`src/rtl/alignment_result_reader.sv`:
```
// alignment_result_reader: polls a solver status word over Avalon-MM and streams its traceback directions.
// Optional POLL_TIMEOUT_EN macro adds a MAX_POLLS poll limit and an ERR state.
module alignment_result_reader #(
  parameter int ADDR_W      = 6,
  parameter int STATUS_ADDR = 0,
  parameter int NUM_DIRS    = 19,
  parameter int POLL_GAP    = 4,
  parameter int MAX_POLLS   = 1024
) (
  input  logic              clk,
  input  logic              rst,
  input  logic              start,
  output logic              busy,
  output logic              done,
  output logic              error,
  output logic [ADDR_W-1:0] avm_address,
  output logic              avm_read,
  output logic [7:0]        avm_byteenable,
  input  logic [63:0]       avm_readdata,
  input  logic              avm_waitrequest,
  input  logic              avm_readdatavalid,
  output logic              dir_valid,
  input  logic              dir_ready,
  output logic [1:0]        dir_data,
  output logic [4:0]        dir_index,
  output logic              dir_last
);
  localparam int SW = 2 * NUM_DIRS;
  localparam int GW = $clog2(POLL_GAP + 2);
  typedef enum logic [2:0] {
    IDLE, REQ, WAIT, GAP, EMIT, DONE
`ifdef POLL_TIMEOUT_EN
    , ERR
`endif
  } state_t;
  state_t        state, state_n;
  logic [SW-1:0] sh, sh_n;
  logic [GW-1:0] gap_cnt, gap_n;
  logic [4:0]    idx_n;
  logic          unused;
  assign unused         = ^avm_readdata;
  assign avm_address    = ADDR_W'(STATUS_ADDR);
  assign avm_byteenable = 8'hFF;
`ifdef POLL_TIMEOUT_EN
  localparam int PW = $clog2(MAX_POLLS + 1);
  logic [PW-1:0] polls, polls_n;
`endif
  always_comb begin
    state_n = state;
    sh_n    = sh;
    gap_n   = gap_cnt;
    idx_n   = dir_index;
`ifdef POLL_TIMEOUT_EN
    polls_n = polls;
`endif
    case (state)
      REQ: if (!avm_waitrequest) begin
        state_n = WAIT;
`ifdef POLL_TIMEOUT_EN
        polls_n = polls + 1'b1;
`endif
      end
      WAIT: if (avm_readdatavalid) begin
        if (avm_readdata[0]) begin
          state_n = EMIT;
          sh_n    = avm_readdata[SW+1:2];
          idx_n   = '0;
        end else begin
          gap_n   = '0;
          state_n = POLL_GAP == 0 ? REQ : GAP;
`ifdef POLL_TIMEOUT_EN
          if (polls == PW'(MAX_POLLS)) state_n = ERR;
`endif
        end
      end
      GAP: begin
        state_n = gap_cnt == GW'(POLL_GAP - 1) ? REQ : GAP;
        gap_n   = gap_cnt + 1'b1;
      end
      EMIT: if (dir_ready) begin
        sh_n    = sh >> 2;
        idx_n   = dir_index + 1'b1;
        state_n = dir_last ? DONE : EMIT;
      end
      default: begin
        state_n = start ? REQ : state;
`ifdef POLL_TIMEOUT_EN
        polls_n = '0;
`endif
      end
    endcase
  end
  // Outputs are registered from the next state so they line up with the state flops.
  always_ff @(posedge clk or negedge rst) begin
    if (!rst) begin
      state     <= IDLE;
      sh        <= '0;
      gap_cnt   <= '0;
      avm_read  <= 1'b0;
      busy      <= 1'b0;
      done      <= 1'b0;
      dir_valid <= 1'b0;
      dir_data  <= '0;
      dir_index <= '0;
      dir_last  <= 1'b0;
    end else begin
      state     <= state_n;
      sh        <= sh_n;
      gap_cnt   <= gap_n;
      avm_read  <= state_n == REQ;
      busy      <= state_n inside {REQ, WAIT, GAP, EMIT};
      done      <= state_n == DONE;
      dir_valid <= state_n == EMIT;
      dir_data  <= sh_n[1:0];
      dir_index <= idx_n;
      dir_last  <= state_n == EMIT && idx_n == 5'(NUM_DIRS - 1);
    end
  end
`ifdef POLL_TIMEOUT_EN
  always_ff @(posedge clk or negedge rst) begin
    if (!rst) begin
      polls <= '0;
      error <= 1'b0;
    end else begin
      polls <= polls_n;
      error <= state_n == ERR;
    end
  end
`else
  assign error = 1'b0;
`endif
endmodule
```
`config.mk`:
```
export PLATFORM = sky130hd
export DESIGN_NAME = alignment_result_reader
export DESIGN_NICKNAME = d
export VERILOG_FILES = /design/src/rtl/alignment_result_reader.sv
export SDC_FILE = /design/constraint.sdc
export NUM_CORES = 1
export LEC_CHECK = 0
export CAP_MARGIN = 20
export CELL_PAD_IN_SITES_DETAIL_PLACEMENT = 2
export CELL_PAD_IN_SITES_GLOBAL_PLACEMENT = 2
export CORE_ASPECT_RATIO = 2
export CORE_MARGIN = 1
export CORE_UTILIZATION = 23
export DETAILED_ROUTE_END_ITERATION = 16
export PLACE_DENSITY_LB_ADDON = 0.1
export SLEW_MARGIN = 20
export SYNTH_ARGS = -nofsm -noshare
export SYNTH_HDL_FRONTEND = slang
export SYNTH_SLANG_ARGS = --single-unit
```
`constraint.sdc`:
```
create_clock -name clk -period 1.6 [get_ports clk]
set_input_delay 0.32 -clock clk [delete_from_list [all_inputs] [get_ports clk]]
set_output_delay 0.32 -clock clk [all_outputs]
set_load 0.01 [all_outputs]
```
==> flow_summary_export.csv <==
group,metric,value,unit
timing,fmax,618,MHz
outcome,status,"finished with violations",
floorplan,core_area,11400,µm²
global_routing,grt_pass1_vias,2752,
synth,synth_seq_cells,54,
detailed_routing,first_pass_iters,4,
timing,tns,-0.0206,ns
worst_setup_path,slowest_stage,"dfrtp_2",
synth,syn_area,2680,µm²
floorplan,die_w,78.3,µm
placed_design,dp_hpwl,5680,µm
synth,post_synth_xor_area_fraction,1.31,%
worst_setup_path,cp_num_buf_inv,0,
detailed_routing,drcViolationCount,0,
synth,avgSynthCellArea,8.73,µm²
worst_setup_path,start_kind,"flop",
power,power,6.13,mW
clocking,numCtsBuffers,5,
outcome,failed_checks,"setup timing",
synth,synth_top_family_by_area,"simple AND/OR/NAND/NOR gates",
synth,postSynthCellCount,307,
cells_and_area,drive_gt1_share,22.6,%
clocking,cts.sinks,54,
hold_path,holdCritPathClass,"in2async",
timing,grt_setup_unrepaired,"yes",
synth,async_reset_ff_share,100,%
clocking,cts_tree,"yes",
detailed_routing,post_drt_wl_per_cell,16.4,µm
placed_design,place_area,3590,µm²
worst_setup_path,startpoint,"state[0]",
timing,finalMaxSlewViolations,0,
placed_design,place_congestion,0.739,
floorplan,rows,55,
floorplan,dieHeight,155,µm
detailed_routing,drt_iter0_markers,50,
worst_setup_path,rr_worst_depth,4,
detailed_routing,detail_route.vias_per_cell,4.61,
floorplan,dieArea,12100,µm²
synth,synth_ff_type,"dfrtp_1",
clocking,h-tree-depth,2,
synth,synth_mux_area_share,0,%
timing,period_minus_slack,1.62,ns
synth,synth.area.top_cells,"dfrtp_1 (50%), nand2_1 (11%), a31oi_1 (8.6%)",
timing,timing.final.ws_setup,-0.0169,ns
detailed_routing,postRouteAntennaNets,0,
worst_setup_path,regToRegStartpoint,"state[0]",
global_routing,overflow,0,
worst_setup_path,arrival,1.85,ns
cells_and_area,design_area,4070,µm²
placed_design,port_buffers,56,
worst_setup_path,path_cells,"and4bb_2 -> a211o_1 -> a2111oi_2 -> and4_1",
worst_setup_path,timing.rr.end,"dir_last",
worst_setup_path,cp_max_fo,6,
clocking,worstSkewPairLatency,0.30,ns
synth,yosysWarnings,0,
clocking,cts_root_buffer,"clkbuf_16",
timing,fin_crit_sh,101,%
floorplan,start_util,23.6,%
power,p_leak,1.82,nW
synth,yosys.area.top_type,"dfrtp_1",
worst_setup_path,endpoint_kind,"flop",
power,power.density,1510,nW/µm²
timing,setup_viol,2,
synth,synth_edf_count,0,
synth,yosysTopAreaCellShare,50.4,%
clocking,hold_buffers,0,
timing,clock_skew,0.00860,ns
synth,yosys.area_share.simple,23.1,%
global_routing,antenna_found_initial,0,
global_routing,grt_max_degree,55,
synth,ys_seq_area_share,50.4,%
cells_and_area,diodes,0,
timing,finalHoldViolCount,0,
detailed_routing,via_count,2492,
cells_and_area,syn2layout_area_growth,51.7,%
floorplan,pin_count,97,
synth,synth_cell_type_count,39,
synth,synth_compound_area_share,13.8,%
worst_setup_path,r2r_slack,-0.02,ns
synth,synthAdderAreaFrac,1.40,%
clocking,path_clk_slew,0.07,ns
global_routing,grt_pass1_wl,13400,µm
worst_setup_path,required,1.84,ns
cells_and_area,fin_nets,471,
job,maxCapViolCount,0,
worst_setup_path,critical_path_class,"reg2reg",
worst_setup_path,cpPeakStageDelay,0.45,ns
detailed_routing,wl,8850,µm
worst_setup_path,critPathTopFamily,"compound AO/OA/AOI/OAI gates",
global_routing,track_usage,14.5,%
clocking,clk_path_buf_depth,2,
power,irDropWorstVdd,520,µV
==> final cells by class <==
class | count | area [µm²]
Sequential cell | 54 | 1360
Fill cell | 1301 | 7290
Tap cell | 142 | 178
Clock buffer | 7 | 143
Clock inverter | 1 | 5.00
Timing Repair Buffer | 107 | 1140
Multi-Input combinational cell | 222 | 1220
Inverter | 8 | 30.0
==> through the flow <==
stage	worst slack (ns)	utilization, %	hold WS, ns	cells
2_1_floorplan	-0.0347	-	0.0244	320
3_3_place_gp	-0.298	31.7	0.353	516
3_5_place_dp	-0.364	31.7	0.352	516
4_1_cts	-0.0106	33.8	0.0272	532
5_1_grt	-0.0848	35.8	0.0314	541
6_report	-0.0169	35.8	0.00737	541
==> worst max-delay path by stage <==
stage,endpoint,cells after the start
floorplan,dir_last,6
finish,dir_last,4
detailed placement,sh[27],7
global route,sh[0],7
CTS,sh[32],5
global placement,sh[13],7
==> layer usage <==
| metal | share of wire, % | vias up | routed length [µm] | GRT usage [%] |
|---|---|---|---|---|
| met5 | 0 | - | 0 | 0 |
| met1 | 36 | 1243 | 3160 | 14.4 |
| met4 | 2.0 | 0 | 176 | 5.20 |
| met2 | 59 | 58 | 5240 | 28.9 |
| li1 | - | 1182 | - | - |
| met3 | 3.1 | 9 | 273 | 2.30 |
==> placed cells by master (no fill, tap or decap), types with 4 or more instances in the layout <==
master	count
nor2_2	8
buf_8	4
nor2_1	34
dlymetal6s2s_1	4
inv_1	8
clkbuf_16	7
conb_1	15
dfrtp_1	50
buf_6	7
nand3_1	4
buf_12	8
nand2_1	79
clkdlybuf4s50_1	49
buf_4	30
dfrtp_2	4
a31oi_1	36
o21ai_0	5
==> registers in the layout (all words and copies together), names as in the netlist, 3 cells and up <==
name and count:
dir_index 5, gap_cnt 3, sh 38, state 3
==> report_power, final <==
| part | internal (mW) | switching (mW) |
|---|---|---|
| sequential | 2.00 | 0.417 |
| clock | 0.623 | 0.504 |
| combinational | 1.39 | 1.20 |
==> Yosys cell counts (all sizes together), types with 2 or more instances <==
| cell | count |
|---|---|
| inv | 8 |
| nand3b | 2 |
| a31oi | 37 |
| buf | 26 |
| nand2 | 79 |
| ha | 3 |
| nand4 | 2 |
| dfrtp | 54 |
| nor3 | 2 |
| xnor2 | 2 |
| a21oi | 4 |
| o21ai | 5 |
| nand2b | 3 |
| nor2 | 43 |
| conb | 2 |
| clkbuf | 10 |
| xor2 | 2 |
| and3b | 2 |
| nand3 | 4 |
==> cell families after synthesis <==
group	count (synthesis)
and+or+nand+nor	144
AOI/OAI and AO/OA	56
DFF	54
buffers and inverters	44
xor gates and xnor gates	4
adders and majority gates	3
other	2
==> worst reg2reg max path, stage by stage (launching register included) <==
cell,delay [ns]
dfrtp_2,0.45
and4bb_2,0.30
a211o_1,0.27
a2111oi_2,0.33
and4_1,0.22
==> what timing repair did <==
action | in CTS | in global routing
gates cloned | 0 | 4
setup endpoints to repair | 43 | 48
setup buffers | 10 | 6
hold endpoints to repair | 0 | 0
resized for setup | 18 | 29
pin swaps | 7 | 27
No activity file was read; power rests on OpenSTA's default activity.
